--- src/rtl/demo_rsp_if.sv ---
// Request/response bundle between a demo channel driver and the response engine.
// The driver holds the master modport; the engine holds the slave modport.
interface demo_rsp_if #(
  parameter int addr_i_width = 8,
  parameter int data_i_width = 16,
  parameter int addr_o_width = 8,
  parameter int data_o_width = 16,
  parameter int depth        = 4
);
  localparam int fill_width = $clog2(depth + 1);

  logic                    vld_i;
  logic [addr_i_width-1:0] addr_i;
  logic [data_i_width-1:0] data_i;
  logic                    hold_i;
  logic                    vld_o;
  logic [addr_o_width-1:0] addr_o;
  logic [data_o_width-1:0] data_o;
  logic [3:0]              result;
  logic [fill_width-1:0]   fill_o;

  modport master (
    output vld_i, addr_i, data_i, hold_i,
    input  vld_o, addr_o, data_o, result, fill_o
  );

  modport slave (
    input  vld_i, addr_i, data_i, hold_i,
    output vld_o, addr_o, data_o, result, fill_o
  );
endinterface

--- src/rtl/demo_rsp_engine.sv ---
// Responder: buffers single-cycle requests in a FIFO, converts widths and
// emits paced responses with a 4-bit status code.
module demo_rsp_engine #(
  parameter int addr_i_width = 8,
  parameter int data_i_width = 16,
  parameter int addr_o_width = 8,
  parameter int data_o_width = 16,
  parameter int depth        = 4,
  parameter int gap          = 0
) (
  input logic      clk,
  input logic      rst,
  demo_rsp_if.slave bus
);
  localparam int fill_width  = $clog2(depth + 1);
  localparam int ptr_width   = $clog2(depth);
  localparam int cnt_width   = (gap > 0) ? $clog2(gap + 1) : 1;
  localparam int entry_width = addr_i_width + data_i_width;

  typedef enum logic [1:0] {IDLE, SEND, GAP} state_t;

  state_t                  state, state_nxt;
  logic [cnt_width-1:0]    cnt, cnt_nxt;
  logic [entry_width-1:0]  mem [depth];
  logic [ptr_width-1:0]    wr_ptr, rd_ptr;
  logic [fill_width-1:0]   fill;
  logic                    drop_flag;
  logic                    empty, full, avail, slot_ok, launch;
  logic                    push, pop, drop;
  logic [addr_i_width-1:0] src_addr;
  logic [data_i_width-1:0] src_data;
  logic [addr_o_width-1:0] conv_addr;
  logic [data_o_width-1:0] conv_data;
  logic                    addr_trunc, data_sat;

  assign empty = (fill == '0);
  assign full  = (fill == fill_width'(depth));
  assign avail = !empty || bus.vld_i;

  // An empty FIFO lets the incoming request go straight to the output stage.
  assign {src_addr, src_data} = empty ? {bus.addr_i, bus.data_i} : mem[rd_ptr];

  assign pop  = launch && !empty;
  assign push = bus.vld_i && !(launch && empty) && (!full || pop);
  assign drop = bus.vld_i && full && !pop;

  generate
    if (addr_o_width >= addr_i_width) begin : g_addr_ext
      assign conv_addr  = addr_o_width'(src_addr);
      assign addr_trunc = 1'b0;
    end else begin : g_addr_cut
      assign conv_addr  = src_addr[addr_o_width-1:0];
      assign addr_trunc = |src_addr[addr_i_width-1:addr_o_width];
    end

    if (data_o_width >= data_i_width) begin : g_data_ext
      assign conv_data = data_o_width'(src_data);
      assign data_sat  = 1'b0;
    end else begin : g_data_sat
      assign data_sat  = |src_data[data_i_width-1:data_o_width];
      assign conv_data = data_sat ? '1 : src_data[data_o_width-1:0];
    end
  endgenerate

  always_ff @(posedge clk) begin
    if (rst) begin
      state <= IDLE;
      cnt   <= '0;
    end else begin
      state <= state_nxt;
      cnt   <= cnt_nxt;
    end
  end

  // GAP loads the full gap count; the cycle where it would reach zero is
  // already a launch slot, giving exactly `gap` idle cycles between pulses.
  always_comb begin
    state_nxt = state;
    cnt_nxt   = cnt;
    slot_ok   = 1'b0;
    case (state)
      IDLE:    slot_ok = 1'b1;
      SEND:    slot_ok = (gap == 0);
      GAP:     slot_ok = (cnt == cnt_width'(1));
      default: slot_ok = 1'b1;
    endcase
    launch = slot_ok && !bus.hold_i && avail;
    if (launch) begin
      state_nxt = SEND;
    end else begin
      case (state)
        SEND: begin
          if (gap > 0) begin
            state_nxt = GAP;
            cnt_nxt   = cnt_width'(gap);
          end else begin
            state_nxt = IDLE;
          end
        end
        GAP: begin
          if (cnt == cnt_width'(1)) state_nxt = IDLE;
          else                      cnt_nxt   = cnt - 1'b1;
        end
        default: state_nxt = IDLE;
      endcase
    end
  end

  always_ff @(posedge clk) begin
    if (push) mem[wr_ptr] <= {bus.addr_i, bus.data_i};
  end

  always_ff @(posedge clk) begin
    if (rst) begin
      wr_ptr     <= '0;
      rd_ptr     <= '0;
      fill       <= '0;
      drop_flag  <= 1'b0;
      bus.vld_o  <= 1'b0;
      bus.addr_o <= '0;
      bus.data_o <= '0;
      bus.result <= '0;
    end else begin
      if (push) wr_ptr <= wr_ptr + 1'b1;
      if (pop)  rd_ptr <= rd_ptr + 1'b1;
      case ({push, pop})
        2'b10:   fill <= fill + 1'b1;
        2'b01:   fill <= fill - 1'b1;
        default: fill <= fill;
      endcase
      bus.vld_o <= launch;
      if (launch) begin
        bus.addr_o <= conv_addr;
        bus.data_o <= conv_data;
        bus.result <= {^conv_data, drop_flag, data_sat, addr_trunc};
        // A drop coinciding with this launch belongs to the next response.
        drop_flag  <= drop;
      end else begin
        drop_flag  <= drop_flag | drop;
      end
    end
  end

  assign bus.fill_o = fill;
endmodule
--- src/flat_wrapper.sv ---
// flat-port wrapper written by rule: the top's interface ports become plain ports
module demo_rsp_engine_flat 
#(
  parameter int addr_i_width = 8,
  parameter int data_i_width = 16,
  parameter int addr_o_width = 8,
  parameter int data_o_width = 16,
  parameter int depth        = 4,
  parameter int gap          = 0
)
  (clk, rst, bus_vld_i, bus_addr_i, bus_data_i, bus_hold_i, bus_vld_o, bus_addr_o, bus_data_o, bus_result, bus_fill_o);
  demo_rsp_if #(.addr_i_width(addr_i_width), .data_i_width(data_i_width), .addr_o_width(addr_o_width), .data_o_width(data_o_width), .depth(depth)) bus_i ();
  input logic clk;
  input logic rst;
  input wire logic [$bits(bus_i.vld_i)-1:0] bus_vld_i;
  input wire logic [$bits(bus_i.addr_i)-1:0] bus_addr_i;
  input wire logic [$bits(bus_i.data_i)-1:0] bus_data_i;
  input wire logic [$bits(bus_i.hold_i)-1:0] bus_hold_i;
  output wire logic [$bits(bus_i.vld_o)-1:0] bus_vld_o;
  output wire logic [$bits(bus_i.addr_o)-1:0] bus_addr_o;
  output wire logic [$bits(bus_i.data_o)-1:0] bus_data_o;
  output wire logic [$bits(bus_i.result)-1:0] bus_result;
  output wire logic [$bits(bus_i.fill_o)-1:0] bus_fill_o;
  assign bus_i.vld_i = bus_vld_i;
  assign bus_i.addr_i = bus_addr_i;
  assign bus_i.data_i = bus_data_i;
  assign bus_i.hold_i = bus_hold_i;
  assign bus_vld_o = bus_i.vld_o;
  assign bus_addr_o = bus_i.addr_o;
  assign bus_data_o = bus_i.data_o;
  assign bus_result = bus_i.result;
  assign bus_fill_o = bus_i.fill_o;
  demo_rsp_engine #(.addr_i_width(addr_i_width), .data_i_width(data_i_width), .addr_o_width(addr_o_width), .data_o_width(data_o_width), .depth(depth), .gap(gap)) u_core (.clk(clk), .rst(rst), .bus(bus_i));
endmodule
--- config.mk ---
export PLATFORM = sky130hd
export DESIGN_NAME = demo_rsp_engine_flat
export DESIGN_NICKNAME = d
export VERILOG_FILES = /design/src/rtl/demo_rsp_if.sv /design/src/rtl/demo_rsp_engine.sv /design/src/flat_wrapper.sv
export SDC_FILE = /design/constraint.sdc
export NUM_CORES = 1
export LEC_CHECK = 0
export CAP_MARGIN = 10
export CORE_ASPECT_RATIO = 0.75
export CORE_MARGIN = 2
export CORE_UTILIZATION = 60
export CTS_BUF_LIST = sky130_fd_sc_hd__clkbuf_16
export DETAILED_ROUTE_END_ITERATION = 8
export PLACE_DENSITY = 0.9
export SYNTH_ARGS = -nofsm -noshare
export SYNTH_HDL_FRONTEND = slang
export SYNTH_SLANG_ARGS = --single-unit
--- constraint.sdc ---
create_clock -name clk -period 4.2 [get_ports clk]
set_input_delay 1.05 -clock clk [delete_from_list [all_inputs] [get_ports clk]]
set_output_delay 1.05 -clock clk [all_outputs]
set_load 0.02 [all_outputs]
==> results of run 1 <==
==> logic make-up after synthesis <==
| kind of cell | Yosys count | share of synthesized area, % |
|---|---|---|
| simple gates | 51 | 3.75 |
| mux | 54 | 16.8 |
| other cells | 1 | 0.0673 |
| xor+xnor | 45 | 7.07 |
| fa+ha+maj | 6 | 1.48 |
| flops | 133 | 65.0 |
| compound gates | 39 | 3.66 |
| buf+inv | 25 | 2.16 |
==> critical path, stage by stage <==
cell and delay [ps]:
clkdlybuf4s50_1 540, xnor2_1 150, a31oi_1 260, inv_1 130
ha_1 190, inv_1 70, fa_1 380, xor2_1 170
or3_1 320, a21oi_1 140
==> routing by layer <==
layer | vias up | wire length (um) | track usage [%]
met5 | - | 0 | 0
met4 | 0 | 307 | 11.6
met3 | 28 | 707 | 8.00
met2 | 138 | 5660 | 40.6
met1 | 1655 | 4580 | 31.1
li1 | 1451 | - | -
==> cells in the final DEF, fill, tap and decap left out, drive strengths merged, types with 2 or more instances in the layout <==
master / Yosys / final
and2: 4 / 4
clkbuf: 6 / 17
mux2i: 24 / 24
bufinv: 0 / 5
clkinvlp: 0 / 3
o21ai: 32 / 32
mux4: 30 / 30
edfxtp: 96 / 96
nand2: 32 / 32
clkdlybuf4s50: 0 / 57
clkinv: 0 / 5
xnor2: 18 / 18
conb: 1 / 2
a21oi: 4 / 4
ha: 5 / 5
inv: 8 / 10
nor3: 2 / 2
nor2: 11 / 11
xor2: 27 / 27
dfxtp: 37 / 37
buf: 11 / 9
==> worst max path at each step <==
stage	to	slack [ps]	depth (start not counted)
CTS	u_core.bus.fill_o[2]	1160	10
global route	u_core.bus.fill_o[2]	970	10
global placement	u_core.bus.fill_o[2]	910	10
detailed placement	u_core.bus.fill_o[2]	820	10
finish	u_core.bus.fill_o[2]	1150	10
floorplan	u_core.bus.fill_o[2]	1540	9
==> power by group through the flow <==
stage / Sequential [uW] / Clock, uW / Combinational [uW]
floorplan: 1850 / 0 / 1170
global placement: 1810 / 0 / 1640
detailed placement: 1820 / 0 / 1690
CTS: 1800 / 1600 / 1720
global route: 1830 / 1660 / 1850
finish: 1800 / 1590 / 1710
==> layout make-up <==
| class | instances | share of cell area (%) |
|---|---|---|
| Clock inverter | 15 | 3.05 |
| Inverter | 8 | 0.433 |
| Timing Repair Buffer | 66 | 9.37 |
| Sequential cell | 133 | 52.2 |
| Tap cell | 128 | 2.31 |
| Clock buffer | 17 | 6.13 |
| Multi-Input combinational cell | 197 | 26.5 |
==> registers in the layout (all words and copies together) (netlist names), named ones only <==
signal,count
u_core.drop_flag,1
u_core.rd_ptr,2
u_core.wr_ptr,2
u_core.bus.fill_o,3
u_core.mem,96
u_core.bus.result,2
u_core.bus.data_o,16
u_core.bus.vld_o,1
u_core.bus.addr_o,8
==> metrics by stage <==
stage | cell area (um2) | worst slack [ps] | power, uW | util, % | hold WS (ps)
finish | 6940 | 1150 | 5100 | 76.7 | 444
global placement | 6310 | 912 | 3450 | 69.7 | 434
global route | 6940 | 975 | 5340 | 76.7 | 479
CTS | 6940 | 1160 | 5130 | 76.7 | 449
floorplan | 5580 | 1540 | 3020 | - | 443
detailed placement | 6310 | 817 | 3520 | 69.7 | 441
==> synthesized netlist by cell type <==
master | count | share of area, %
nand2b_1 | 1 | 0.11
buf_6 | 1 | 0.20
mux2i_1 | 23 | 4.1
a21oi_1 | 4 | 0.36
clkbuf_1 | 6 | 0.40
nor3_1 | 2 | 0.18
xor2_1 | 27 | 4.2
buf_1 | 1 | 0.067
fa_1 | 1 | 0.36
o21ai_0 | 27 | 2.4
edfxtp_1 | 96 | 52
a31oi_1 | 1 | 0.11
conb_1 | 1 | 0.067
inv_1 | 8 | 0.54
mux4_2 | 28 | 11
nor2_1 | 11 | 0.74
mux2i_4 | 1 | 0.40
ha_1 | 5 | 1.1
or3_1 | 1 | 0.11
buf_4 | 3 | 0.40
dfxtp_1 | 37 | 13
xnor2_1 | 18 | 2.8
nand2_1 | 32 | 2.2
buf_2 | 6 | 0.54
and2_1 | 4 | 0.45
a41oi_1 | 1 | 0.16
a22o_1 | 1 | 0.16
mux4_1 | 2 | 0.94
o21ai_1 | 5 | 0.45
==> results_dict.tcl, run 1 <==
set metrics [dict create \
    reg2reg_to "u_core.bus.result[3]" \
    hold_end "u_core.bus.result[3]" \
    peakVddDrop_mv 0.616 \
    drtIter0Drc 308 \
    rsz0062_at_grt "no" \
    syn-mean-instance-area_um2 15.7 \
    fin_crit_sh_pct 72.6 \
    clk_path_buf_depth 2 \
    min-delay-start "u_core.bus.result[3]" \
    portBuffers 57 \
    max-slew-margin-rel_pct 42.1 \
    track_usage_pct 25.0 \
    core_um2 9050 \
    critPathLaunchType "input port" \
    cts_hold_buf 0 \
    seqPwrFrac_pct 35.3 \
    clock_latency_ps 420 \
    cp.arrival_ps 3390 \
    num_vias 3272 \
    rows 30 \
    grt_pass1_vias 3415 \
    slew_viol_final 0 \
    r2r_slack_ps 1410 \
    tightest_slew_ps 867 \
    hold_violations 0 \
    hp-class "reg -> reg" \
    diodes 0 \
    crit_fanout 8 \
    totalWireLength_um 11300 \
    place.gp.congestion 0.805 \
    die_w_um 115 \
    fillers 493 \
    drc 0 \
    setup_violations 0 \
    skew_ps 12.7 \
    design.die.area_um2 10100 \
    io-pin-count 60 \
    endpoint_kind "flop" \
    powerDensity_nw_per_um2 734 \
    crit_path_start "bus_hold_i" \
    area_growth_pct 24.6 \
    start_util_pct 61.6 \
    drive_gt1_share_pct 16.1 \
    antenna_found_initial 0 \
    wire_per_inst_um 20.0 \
    htree_levels 4 \
    min_period_ps 3050 \
    critical_path_class "in -> reg" \
    power.switching_uw 1570 \
    ant_nets 0 \
    maxCapViolCount 0 \
    netlist_area_um2 5570 \
    required_ps 4540 \
    grt_pass1_wl_um 18000 \
    swShare_pct 30.8 \
    grt_max_degree 39 \
    via_per_inst 5.80 \
    post_cts_buffers 0 \
    yosysSeqAreaShare_pct 65.0 \
    final_cells 564 \
    fmax_mhz 328 \
    dp_hpwl_um 6760 \
    clkPwrFrac_pct 31.1 \
    cts.sink_count 133 \
    final_nets 457 \
    p_comb_share_pct 33.6 \
    regArea_um2 3620 \
    internal_power_uw 3530 \
    cts_tree "done" \
    place_inst 532 \
    yosys_register_bits 133 \
    p_leak_uw 0.00244 \
    dieHeight_um 87.5 \
    ctsResizeCount 0 \
    status "finished clean" \
    netlist_instances 354 \
    multi_input_area_um2 1840 \
    finalSetupTns_ps 0 \
    cts-root-buf "clkbuf_16" \
    whs_path_depth 2 \
    cts_buffers 17 \
    yosysWarnings 0 \
    grt-ovfl-total 0 \
    clkTransAtPathRegs_ps 60 \
    synth_cell_types 29 \
    drt_pass1_iterations 5 \
    reg2reg_depth 7 \
]
Power figures use the tool's default switching activity.
==> run 2, diff against run 1 <==
--- a/config.mk
+++ b/config.mk
@@ -8,10 +8,10 @@
 export CAP_MARGIN = 10
 export CORE_ASPECT_RATIO = 0.75
 export CORE_MARGIN = 2
-export CORE_UTILIZATION = 60
+export CORE_UTILIZATION = 51
 export CTS_BUF_LIST = sky130_fd_sc_hd__clkbuf_16
 export DETAILED_ROUTE_END_ITERATION = 8
-export PLACE_DENSITY = 0.9
+export PLACE_DENSITY = 0.82
 export SYNTH_ARGS = -nofsm -noshare
 export SYNTH_HDL_FRONTEND = slang
 export SYNTH_SLANG_ARGS = --single-unit
==> constraint.sdc (replaced) <==
create_clock -name clk -period 2.5 [get_ports clk]
set_input_delay 0.625 -clock clk [delete_from_list [all_inputs] [get_ports clk]]
set_output_delay 0.625 -clock clk [all_outputs]
set_load 0.02 [all_outputs]
==> run 2 against run 1 <==
Total power is 63% higher. Clock skew grew 0.86 ps. Worst setup slack lost 1000 ps. Sequential cell count unchanged. Largest cell class unchanged. Core utilization decreased by 12 points. Highest routed layer unchanged. Register-to-register slack lost 1200 ps.
==> results_dict.tcl, run 2 (synthesized netlist as in run 1, its figures left out) <==
set metrics [dict create \
    status "finished clean" \
    start_util_pct 51.7 \
    die_w_um 125 \
    hp-class "reg -> reg" \
    fmax_mhz 426 \
    place.gp.congestion 0.806 \
    max_stage_delay_ps 490 \
    grt-ovfl-total 0 \
    met2_usage_pct 33.9 \
    critical_path_class "in -> reg" \
    drt_pass1_iterations 4 \
    final_nets 470 \
    wire_per_inst_um 19.1 \
    min_period_ps 2350 \
    totalWireLength_um 11200 \
    dieHeight_um 94.5 \
    cts.sink_count 133 \
    critPathLaunchType "input port" \
    grt_pass1_wl_um 17700 \
    cts_tree "done" \
    core_um2 10800 \
    cts-root-buf "clkbuf_16" \
    grt-busiest-layer "met2" \
    clkTransAtPathRegs_ps 50 \
    ant_nets 0 \
    dp_hpwl_um 6950 \
    clk_path_buf_depth 2 \
    maxCapViolCount 0 \
    largest_reg_flops 96 \
    worst_slack_ps 154 \
    diodes 0 \
    mostFrequentLayoutCells "edfxtp_1 (96), clkdlybuf4s50_1 (57), dfxtp_1 (36), nand2_1 (32), mux4_2 (28)" \
    drive_gt1_share_pct 17.0 \
    p_leak_uw 0.00251 \
    top_register "u_core.mem" \
    ctsResizeCount 0 \
    largest_registers "u_core.mem (96), u_core.bus.data_o (16), u_core.bus.addr_o (8)" \
    endpoint_kind "flop" \
    finalSetupTns_ps 0 \
    cp_common_cell "inv_1" \
    antenna_found_initial 0 \
    fillers 713 \
    rsz0062_at_grt "no" \
    place_ws_ps -254 \
    design.die.area_um2 11800 \
    slew_viol_final 0 \
    cp_slowest_cell "clkdlybuf4s50_1" \
    fin_crit_sh_pct 93.8 \
    hold_violations 0 \
    track_usage_pct 20.4 \
    post_cts_buffers 0 \
    clock_latency_ps 420 \
    setup_violations 0 \
    cp.arrival_ps 2690 \
    final_common_cell "edfxtp_1" \
    drc 0 \
    rows 33 \
    cts_hold_buf 0 \
    crit_path_cell_trace "clkdlybuf4s50_1, xnor2_1, a31oi_1, inv_1, ha_1, inv_1, fa_1, xor2_1, or3_1, a21oi_1" \
    peakVddDrop_mv 0.690 \
    io-pin-count 60 \
    cts_buffers 17 \
    via_per_inst 5.48 \
    gr-usage-met3_pct 7.08 \
    portBuffers 57 \
    required_ps 2850 \
    grt_pass1_vias 3357 \
    htree_levels 4 \
    powerDensity_nw_per_um2 1190 \
    skew_ps 13.6 \
    grt_max_degree 33 \
    drtIter0Drc 174 \
    crit_fanout 2 \
    num_vias 3225 \
    area_growth_pct 26.1 \
    grt_use_met1_pct 24.6 \
]
-- run 2: path summary, 6_finish.rpt --
path	startpoint	endpoint	slack (ps)	depth (start not counted)
max reg2reg	flop	u_core.bus.result[3]	210	7
max	bus_hold_i	u_core.bus.fill_o[2]	150	10
min	u_core.bus.data_o[11]	u_core.bus.data_o[11]	450	2
min reg2reg	u_core.bus.data_o[11]	u_core.bus.data_o[11]	450	2
-- run 2: layout make-up --
class                           count  area (um2)  area share (%)
Multi-Input combinational cell    197        1840            26.2
Clock inverter                     14         109            1.55
Sequential cell                   133        3620            51.6
Tap cell                          140         175            2.49
Inverter                            8        30.0           0.427
Clock buffer                       17         425            6.05
Timing Repair Buffer               79         823            11.7
-- run 2: report_power, final --
part           internal (uW)  switching (uW)  leakage, uW  total [uW]
registers               2760             223      0.00118        2980
clock network           1420             841     0.000286        2260
logic                   1550            1540      0.00104        3090
total                   5730            2610      0.00251        8330
-- run 2: layer usage --
layer	part of all wire (%)	wire [um]
met1	42	4740
met5	0	0
met4	1.4	159
met2	51	5720
met3	5.6	626
-- run 2: critical path: cells and delay by family --
kind | cells | cell delay (ps)
fa+ha+maj | 2 | 540
simple gates | 1 | 330
compound gates | 2 | 280
buf+inv | 3 | 630
xor+xnor | 2 | 290
-- run 2: per-stage QoR --
stage | hold WS, ps | util, % | total power, uW | area [um2] | std cells
5_1_grt | 474 | 65.2 | 8730 | 7030 | 588
4_1_cts | 457 | 65.2 | 8410 | 7030 | 588
2_1_floorplan | 443 | - | 5080 | 5580 | 355
6_report | 451 | 65.2 | 8330 | 7030 | 588
3_5_place_dp | 444 | 60.3 | 6050 | 6490 | 557
3_3_place_gp | 433 | 60.3 | 5950 | 6490 | 557
==> run 3, diff against run 2 <==
--- a/config.mk
+++ b/config.mk
@@ -5,7 +5,6 @@
 export SDC_FILE = /design/constraint.sdc
 export NUM_CORES = 1
 export LEC_CHECK = 0
-export CAP_MARGIN = 10
 export CORE_ASPECT_RATIO = 0.75
 export CORE_MARGIN = 2
 export CORE_UTILIZATION = 51
==> results of run 3 <==
Same layout as run 2: the final DEF is identical, and so are final timing and power.
